## src/rtl/instr_fetch_unit.sv

```systemverilog
// Instruction fetch unit: holds the architectural PC, fetches one instruction at a time
// over a req/gnt/rvalid memory handshake and hands it to decode over valid/ready.
module instr_fetch_unit #(
   parameter logic [31:0] RESET_VECTOR = 32'h0000_0000,
   parameter logic [31:0] NOP_INSTR    = 32'h0000_0013
) (
   input  logic        clk,
   input  logic        rst,
   input  logic [31:0] pc_next,
   output logic        imem_req,
   output logic [31:0] imem_addr,
   input  logic        imem_gnt,
   input  logic        imem_rvalid,
   input  logic [31:0] imem_rdata,
   output logic        if_valid,
   input  logic        if_ready,
   output logic [31:0] if_instr,
   output logic [31:0] if_pc,
   output logic [31:0] pc,
   output logic        fetch_misaligned,
   output logic [31:0] fetch_count
);

   typedef enum logic [2:0] {
      ST_RESET,
      ST_REQ,
      ST_WAIT,
      ST_HOLD,
      ST_ERROR
   } state_t;

   state_t      state_q, state_d;
   logic [31:0] pc_q, pc_d;
   logic        ifValid_q, ifValid_d;
   logic [31:0] ifInstr_q, ifInstr_d;
   logic [31:0] ifPc_q, ifPc_d;
   logic        misaligned_q, misaligned_d;
   logic [31:0] fetchCount_q, fetchCount_d;
   logic        outstanding_q, outstanding_d;

   // State register; reset wins over everything, including an in-flight fetch.
   always_ff @(posedge clk) begin
      if (rst) begin
         state_q       <= ST_RESET;
         pc_q          <= RESET_VECTOR;
         ifValid_q     <= 1'b0;
         ifInstr_q     <= NOP_INSTR;
         ifPc_q        <= 32'h0000_0000;
         misaligned_q  <= 1'b0;
         fetchCount_q  <= 32'h0000_0000;
         outstanding_q <= 1'b0;
      end else begin
         state_q       <= state_d;
         pc_q          <= pc_d;
         ifValid_q     <= ifValid_d;
         ifInstr_q     <= ifInstr_d;
         ifPc_q        <= ifPc_d;
         misaligned_q  <= misaligned_d;
         fetchCount_q  <= fetchCount_d;
         outstanding_q <= outstanding_d;
      end
   end

   // Next-state logic: rvalid only counts when it answers our own request.
   always_comb begin
      state_d       = state_q;
      pc_d          = pc_q;
      ifValid_d     = ifValid_q;
      ifInstr_d     = ifInstr_q;
      ifPc_d        = ifPc_q;
      misaligned_d  = misaligned_q;
      fetchCount_d  = fetchCount_q;
      outstanding_d = outstanding_q;

      case (state_q)
         ST_RESET: state_d = ST_REQ;
         ST_REQ: begin
            if (imem_gnt) begin
               if (imem_rvalid) begin
                  ifInstr_d = imem_rdata;
                  ifPc_d    = pc_q;
                  ifValid_d = 1'b1;
                  state_d   = ST_HOLD;
               end else begin
                  outstanding_d = 1'b1;
                  state_d       = ST_WAIT;
               end
            end
         end
         ST_WAIT: begin
            if (imem_rvalid && outstanding_q) begin
               ifInstr_d     = imem_rdata;
               ifPc_d        = pc_q;
               ifValid_d     = 1'b1;
               outstanding_d = 1'b0;
               state_d       = ST_HOLD;
            end
         end
         ST_HOLD: begin
            if (ifValid_q && if_ready) begin
               fetchCount_d = fetchCount_q + 32'd1;
               ifValid_d    = 1'b0;
               ifInstr_d    = NOP_INSTR;
               // A misaligned target is fatal: the PC is frozen until reset.
               if (pc_next[1:0] == 2'b00) begin
                  pc_d    = pc_next;
                  state_d = ST_REQ;
               end else begin
                  misaligned_d = 1'b1;
                  state_d      = ST_ERROR;
               end
            end
         end
         ST_ERROR: state_d = ST_ERROR;
         default:  state_d = ST_RESET;
      endcase
   end

   assign imem_req         = (state_q == ST_REQ);
   assign imem_addr        = pc_q;
   assign pc               = pc_q;
   assign if_valid         = ifValid_q;
   assign if_instr         = ifInstr_q;
   assign if_pc            = ifPc_q;
   assign fetch_misaligned = misaligned_q;
   assign fetch_count      = fetchCount_q;

endmodule

```

## config.mk

```make
export PLATFORM = sky130hd
export DESIGN_NAME = instr_fetch_unit
export DESIGN_NICKNAME = d
export VERILOG_FILES = /design/src/rtl/instr_fetch_unit.sv
export SDC_FILE = /design/constraint.sdc
export NUM_CORES = 1
export LEC_CHECK = 0
export BUFFER_PORTS_ARGS = -buffer_cell sky130_fd_sc_hd__buf_4
export CORE_MARGIN = 1.5
export CORE_UTILIZATION = 43
export DETAILED_ROUTE_END_ITERATION = 6
export GPL_TIMING_DRIVEN = 0
export PLACE_DENSITY = 0.77
export SYNTH_ARGS = -nofsm -noshare
export SYNTH_HDL_FRONTEND = slang
export SYNTH_SLANG_ARGS = --single-unit
```

## constraint.sdc

```tcl
create_clock -name clk -period 1.7 [get_ports clk]
set_clock_uncertainty 0.1 [all_clocks]
set_input_delay 0.34 -clock clk [delete_from_list [all_inputs] [get_ports clk]]
set_output_delay 0.34 -clock clk [all_outputs]
set_load 0.05 [all_outputs]
```

# Word-level counts from Yosys, hierarchy flattened
# Index checks and enable logic that the tools add are counted.
[totals]
out_inout_bits = 163
elab_cells = 56
register_bits = 134
[op_classes]
eq_ne = 9
reduce_logical = 13
mux = 24
n_bitwise = 1
add_sub_neg = 1
[op_table]
columns = ["cell", "count"]
rows = [
  ["32-bit 2-to-1 mux", 7],
  ["32-bit one-hot mux with 3 select lines", 1],
  ["32-bit one-hot mux with 2 select lines", 1],
  ["32-bit by 1-bit adder with 32-bit output (second input constant)", 1],
  ["3-bit one-hot mux with 5 select lines", 1],
  ["3-bit 2-to-1 mux", 4],
  ["3-bit AND reduction", 3],
  ["1-bit 2-to-1 mux", 8],
  ["4-bit AND reduction", 2],
  ["3-bit by 2-bit equality test with 1-bit output (second input constant)", 2],
  ["2-bit inequality test (second input constant)", 3],
  ["5-bit AND reduction", 1],
  ["2-bit by 1-bit inequality test with 1-bit output (second input constant)", 2],
  ["3-bit by 1-bit equality test with 1-bit output (second input constant)", 1],
  ["3-bit equality test (second input constant)", 1],
  ["3-bit logical NOT", 1],
  ["1-bit one-hot mux with 3 select lines", 1],
  ["3-bit nonzero test", 1],
  ["1-bit logical AND", 2],
  ["2-bit logical NOT", 1],
  ["1-bit one-hot mux with 2 select lines", 1],
  ["2-bit AND reduction", 1],
  ["2-bit nonzero test", 1],
  ["1-bit NOT", 1],
]

# Longest topological paths before layout
# Gate-level depths: netlist of run 1.
[logic_depth]
ltp_word = 4
depth_mapped = 8

# Worst setup path before layout of run 1
# No wires, ideal clock.
[synth_timing]
kind = "reg-to-reg"
start = "reg fetchCount_q[6] (netlist: fetch_count[6])"
end = "reg fetchCount_q[21] (netlist: fetch_count[21])"
setup_time_ns = 0.128
stages_incl_launch_ff = 7
setup_slack_ns = -0.469
t_arrival_ns = 1.941
t_required_ns = 1.472
path_cell_list = "dfxtp_1 > nand4_2 > nor4_4 > buf_2 > nand4_1 > xor2_1 > nor2_1"
[synth_via]
elab_chain_cells = 1
[synth_rtl]
columns = ["element", "line", "rtl"]
rows = [
  ["start: declaration", "38", "logic [31:0] fetchCount_q, fetchCount_d;"],
  ["start signal: assignment", "59", "fetchCount_q <= fetchCount_d;"],
  ["32-bit by 1-bit adder with 32-bit output", "101", "fetchCount_d = fetchCount_q + 32'd1;"],
]
# No other way between the ends.
# A chain may end at the register's enable or synchronous reset.

# Worst setup path after layout of run 1
[layout_timing]
start = "reg state_q[1]"
end = "reg ifInstr_q[16] (netlist: if_instr[16])"
[layout_via]
elab_chain_cells = 3
word_cells_on_any_way = 10
classes_between = "7 x eq/ne; 1 x mux; 2 x reduce/logical"
[layout_rtl]
columns = ["element", "line", "rtl"]
rows = [
  ["start: declaration", "32", "state_t state_q, state_d;"],
  ["start signal: assignment", "53", "state_q <= state_d;"],
  ["3-bit by 1-bit equality test with 1-bit output or 3-bit by 2-bit equality test with 1-bit output (tied branches)", "75", "case (state_q)"],
  ["2-bit by 1-bit inequality test with 1-bit output (no line), or another cell as far along", "-", ""],
  ["5-bit AND reduction (no line)", "-", ""],
  ["end signal: assignment", "56", "ifInstr_q <= ifInstr_d;"],
  ["end: declaration", "35", "logic [31:0] ifInstr_q, ifInstr_d;"],
]
# Parallel ways exist; a longest one is shown, timed or not.

==> flow_summary.yaml, run 1 <==
floorplan:
  die_area_um2: 12900
  io_pins: 232
  die_w_um: 114
  die_h_um: 114
  initial_core_util_pct: 44.0
  core_area_um2: 12000
  rows: 40
min_path:
  hold_class: "primary input to flop"
  hold_start: "imem_rdata[21]"
worst_setup_path:
  critPathCapture: "if_instr[16]$_SDFFE_PP0P_"
  cp.buffers_inverters: 3
  r2r-start: "state_q[1]$_SDFFE_PP0P_"
  start_kind: "flop"
  cp.depth: 7
  slowest_stage: "a311o_2"
  cp.required_ps: 1890
  r2r_slack_ps: -80
  rr_worst_depth: 7
  crit_path_start: "state_q[1]$_SDFFE_PP0P_"
  cp.arrival_ps: 1970
  crit_path_frequent_cell: "buf_6"
  crit_fanout: 8
  critical_path_class: "flop to flop"
  max_stage_delay_ps: 440
  reg2reg_to: "if_instr[16]$_SDFFE_PP0P_"
  crit_chain: "buf_6 > nand3_4 > buf_6 > a311o_2 > buf_8 > a22oi_2 > nor2_1"
  crit_family: "compound AO/OA/AOI/OAI gates"
  cp-end-kind: "flop"
sta:
  setup_viol: 62
  tightest_slew_ps: 591
  fin_ws_ps: -80.8
  slew_headroom_pct: 60.6
  max_clock_freq_ghz: 0.562
  drv_slew: 0
  rsz0062_at_grt: "yes"
  fin_crit_ps: 1780
  timing_hold_violations_final: 0
  whs_ps: 69.2
  post-route-period-util_pct: 105
flow_run:
  maxCapViolations: 0
layout:
  n_fill_cell: 907
  num-nets-final: 983
  areaGrowthSynthToFinish_pct: 69.3
  n_antenna_cell: 0
  drive_above_1_share_pct: 50.1
  final_cell_mix: "buf_4 (292), nand2_1 (138), dfxtp_1 (103), nor2_1 (66), a21oi_1 (58)"
  final_common_cell: "buf_4"
  fin_util_pct: 74.5
  stdcell_area_um2: 8910
power:
  clkPwrFrac_pct: 50.3
  power.leakage_nw: 3.86
  peakVddDrop_v: 0.000793
  p_int_mw: 6.13
  power.total_mw: 7.88
  swShare_pct: 22.3
  p_per_area_nw_per_um2: 885
  power_frac_seq_pct: 40.2
  p_comb_share_pct: 9.4
  p_switching_mw: 1.76
global_route:
  met1_usage_pct: 29.1
  grt_max_degree: 17
  met2_usage_pct: 43.6
  grt_use_met3_pct: 6.48
  overflow: 0
  top_usage_layer: "met2"
  grt_usage_pct: 24.9
  antenna_found_initial: 0
  grt_pass1_wl_um: 25100
  grt_pass1_vias: 4995
cts:
  numCtsBuffers: 17
  clockBufferDepth: 2
  cts.sinks: 134
  root_buffer: "clkbuf_16"
  cts_tree: "built"
  path_clk_slew_ps: 60
  htreeDepth: 4
  cts_hold_buf: 0
  clk_latency_ps: 410
synth:
  avgSynthCellArea_um2: 8.46
  netlist_instances: 622
  ys_ff_latch: 134
  synth_edf_count: 0
  postSynth.asyncResetShare_pct: 0
  synth_nets: 692
  yosysSeqAreaShare_pct: 51.0
  synth-main-ff-cell: "dfxtp_1"
  ys_warn_count: 0
  synth_cell_types: 38
  synth.cell_area_um2: 5260
routing:
  ant_nets: 0
  drtIter0Drc: 299
  wirelength_um: 17000
  num_vias: 5387
  via_per_inst: 5.02
  post-route-drc-count: 0
  firstDrtPassIters: 4
  drt-wirelength-per-cell_um: 15.8
outcome:
  status: "complete, but fails checks"
  violations: "setup timing"
placed_design:
  post_dp_cell_area_um2: 7300
  place_hpwl_um: 10900
  place.gp.congestion: 0.777
  portBuffers: 230
## kinds of logic after synthesis
kind of cell    after synthesis  synth area share [%]
compound gates              116                  13.0
xor+xnor                     29                  4.83
fa+ha+maj                     1                 0.238
buf+inv                      75                  7.87
flops                       134                  51.0
simple gates                267                  23.0
## sequential cells by signal, summed over array words and instances (netlist names)
register,cells
fetch_misaligned,1
if_instr,32
imem_addr,32
fetch_count,32
if_pc,32
state_q,3
if_valid,1
outstanding_q,1
## cells in the mapped netlist (3+ instances only)
cell type    n  area (um2)
nand2_1    142         533
dfxtp_1    134        2680
a21oi_1     70         350
nor2_1      68         255
buf_4       32         240
a22oi_1     30         225
clkbuf_1    29         109
xor2_1      23         201
nand3_1     14        70.1
buf_2       10        50.1
nand4_1     10        62.6
xnor2_1      6        52.6
o21ai_0      5        25.0
and3_1       4        25.0
inv_1        4        15.0
nor2b_1      4        25.0
o21bai_1     4        30.0
nand2b_1     3        18.8
nor3b_1      3        22.5
nor4_4       3        63.8
## worst min-delay path: cells and delay by family
family	cells	cell delay (ps)
AO/OA/AOI/OAI	1	60
AND/OR/NAND/NOR	1	70
buffers and inverters	1	80
## layer usage
layer | part of all wire [%] | wire, um
met4 | 2.2 | 373
met3 | 6.4 | 1080
met5 | 0 | 0
met1 | 41 | 6920
met2 | 51 | 8590
## final cells by class
cell class	instances	area, um2	area share [%]
Timing Repair Buffer	273	2160	24.3
Tap cell	147	184	2.06
Multi-Input combinational cell	414	2560	28.7
Buffer	69	543	6.10
Sequential cell	134	2780	31.2
Clock inverter	5	75.1	0.843
Inverter	4	15.0	0.169
Clock buffer	27	587	6.59
## how the worst min path moves through the flow
stage,endpoint,depth (start not counted),slack [ps]
4_1_cts,imem_addr[22]$_SDFFE_PP0P_,3,60
5_1_grt,if_instr[30]$_SDFFE_PP0P_,3,60
3_3_place_gp,fetch_misaligned$_SDFFE_PP0P_,2,340
3_5_place_dp,fetch_misaligned$_SDFFE_PP0P_,2,350
2_1_floorplan,state_q[1]$_SDFFE_PP0P_,1,370
6_report,if_instr[21]$_SDFFE_PP0P_,3,70
## through the flow
stage / instances / worst slack, ps / setup TNS (ps)
finish: 1073 / -80.8 / -1930
global route: 1073 / -135 / -8820
CTS: 1055 / -86.6 / -1210
detailed placement: 999 / -633 / -49930
global placement: 999 / -634 / -50750
floorplan: 622 / -14.0 / -79.6
## power by group through the flow
stage | logic, mW | clock network [mW] | registers [mW]
final | 0.741 | 3.97 | 3.17
after global placement | 0.543 | 0 | 3.23
after floorplan | 0.200 | 0 | 3.33
after detailed placement | 0.545 | 0 | 3.23
after global routing | 0.784 | 4.17 | 3.17
after CTS | 0.669 | 4.01 | 3.17
## repair_timing
item	4_1_cts	5_1_grt
setup endpoints to repair	120	119
setup buffers	21	14
cloned	4	5
gates resized for setup	81	75
pin swaps	17	21
No activity file was read; power rests on OpenSTA's default activity.
==> run 2: changes to the inputs <==
--- a/config.mk
+++ b/config.mk
@@ -8,6 +8,7 @@
 export BUFFER_PORTS_ARGS = -buffer_cell sky130_fd_sc_hd__buf_4
 export CORE_MARGIN = 1.5
 export CORE_UTILIZATION = 43
+export CTS_BUF_LIST = sky130_fd_sc_hd__clkbuf_16
 export DETAILED_ROUTE_END_ITERATION = 6
 export GPL_TIMING_DRIVEN = 0
 export PLACE_DENSITY = 0.77
==> flow_summary.yaml, run 2 (same netlist as run 1, synthesis figures left out) <==
layout:
  drive_above_1_share_pct: 45.8
  final_cell_mix: "buf_4 (292), nand2_1 (138), dfxtp_1 (102), nor2_1 (66), a21oi_1 (66)"
  n_antenna_cell: 0
  final_common_cell: "buf_4"
  num-nets-final: 976
  areaGrowthSynthToFinish_pct: 62.6
global_route:
  grt_max_degree: 17
  grt_usage_pct: 25.0
  antenna_found_initial: 0
  grt_pass1_wl_um: 25200
  overflow: 0
  grt_pass1_vias: 4994
worst_setup_path:
  critical_path_class: "flop to flop"
  r2r-start: "state_q[0]$_SDFFE_PP0P_"
  rr_worst_depth: 7
  r2r_slack_ps: -30
  reg2reg_to: "fetch_count[28]$_SDFFE_PP0P_"
  cp-end-kind: "flop"
  cp.arrival_ps: 1970
  crit_fanout: 7
  cp.required_ps: 1940
  start_kind: "flop"
routing:
  drtIter0Drc: 301
  drt-wirelength-per-cell_um: 15.5
  ant_nets: 0
  via_per_inst: 5.04
  post-route-drc-count: 0
  num_vias: 5372
  wirelength_um: 16600
  firstDrtPassIters: 5
min_path:
  holdPathEnd: "if_instr[17]$_SDFFE_PP0P_"
  hold_start: "imem_rdata[17]"
  hold_class: "primary input to flop"
  hold_depth: 3
floorplan:
  core_area_um2: 12000
  die_area_um2: 12900
  rows: 40
  die_w_um: 114
  die_h_um: 114
  initial_core_util_pct: 44.0
  io_pins: 232
cts:
  clockBufferDepth: 2
  path_clk_slew_ps: 60
  cts.sinks: 134
  cts_tree: "built"
  numCtsBuffers: 17
  clk_latency_ps: 420
  root_buffer: "clkbuf_16"
  htreeDepth: 4
sta:
  slew_headroom_pct: 62.1
  timing_hold_violations_final: 0
  fin_ws_ps: -28.8
  setup_viol: 4
  fin_crit_ps: 1730
  drv_slew: 0
  tightest_slew_ps: 569
  post-route-period-util_pct: 102
  max_clock_freq_ghz: 0.578
  finalSetupTns_ps: -50.6
  rsz0062_at_grt: "yes"
placed_design:
  dp_slack_ps: -633
  place.gp.congestion: 0.777
  portBuffers: 230
  place_hpwl_um: 10900
outcome:
  status: "complete, but fails checks"
  violations: "setup timing"
flow_run:
  maxCapViolations: 0
power:
  p_per_area_nw_per_um2: 882
  peakVddDrop_v: 0.000807
  power.leakage_nw: 3.76
  power.total_mw: 7.55
-- run 2: cell types whose count changed in the layout (fill, tap and decap cells not counted), sizes merged --
cell    before  now
clkinv       3    8
clkbuf      48   44
buf        321  310
inv          4    6
nand3       16   17
-- run 2: worst max-delay path by stage --
stage                                     start                           end  slack [ps]
floorplan           fetch_count[9]$_SDFFE_PP0P_  fetch_count[31]$_SDFFE_PP0P_         -10
global placement        state_q[1]$_SDFFE_PP0P_        if_pc[14]$_SDFFE_PP0P_        -630
detailed placement      state_q[1]$_SDFFE_PP0P_        if_pc[16]$_SDFFE_PP0P_        -630
CTS                     state_q[0]$_SDFFE_PP0P_                      imem_req         -80
global route            state_q[1]$_SDFFE_PP0P_  fetch_count[11]$_SDFFE_PP0P_        -130
finish                  state_q[0]$_SDFFE_PP0P_  fetch_count[28]$_SDFFE_PP0P_         -30
-- run 2: final cells by class --
type | instances | area, um2
well taps | 147 | 184
multi-input cells | 415 | 2400
clock buffers | 20 | 500
repair buffers | 265 | 2050
fillers | 946 | 3410
clock inverters | 12 | 101
flip-flops and latches | 134 | 2780
inverters | 4 | 15.0
plain buffers | 69 | 520
-- run 2: layer usage --
layer | up-vias | wire length (um) | track usage [%]
met4 | 0 | 396 | 10.3
met3 | 31 | 1080 | 6.32
met2 | 185 | 8410 | 43.1
met1 | 2526 | 6680 | 29.7
met5 | - | 0 | 0
li1 | 2630 | - | -
-- run 2: per-stage QoR --
step	hold WS, ps	cells	instance area [um2]	utilization, %
6_report	61.3	1066	8550	71.5
4_1_cts	61.8	1056	8350	69.8
3_5_place_dp	346	999	7300	61.0
5_1_grt	64.5	1066	8550	71.5
2_1_floorplan	367	622	5390	-
3_3_place_gp	336	999	7300	61.0
-- run 2: report_power, final --
group / internal [mW] / switching [mW]
registers: 3.14 / 0.0269
logic: 0.306 / 0.382
clock network: 2.38 / 1.32
total: 5.82 / 1.72
-- run 2: timing repair --
| item | 4_1_cts | 5_1_grt |
|---|---|---|
| pin swaps | 13 | 21 |
| setup endpoints to repair | 120 | 120 |
| hold buffers | 0 | 0 |
| buffers inserted | 20 | 10 |
| gates cloned | 6 | 1 |
| resized for setup | 70 | 36 |
-- run 2: worst max-delay path: stages (launching register included) --
cell,delay (ps)
dfxtp_2,320
buf_6,120
nand2b_4,120
buf_12,150
nor3_4,240
nand3_2,110
or3_1,340
a21oi_1,140
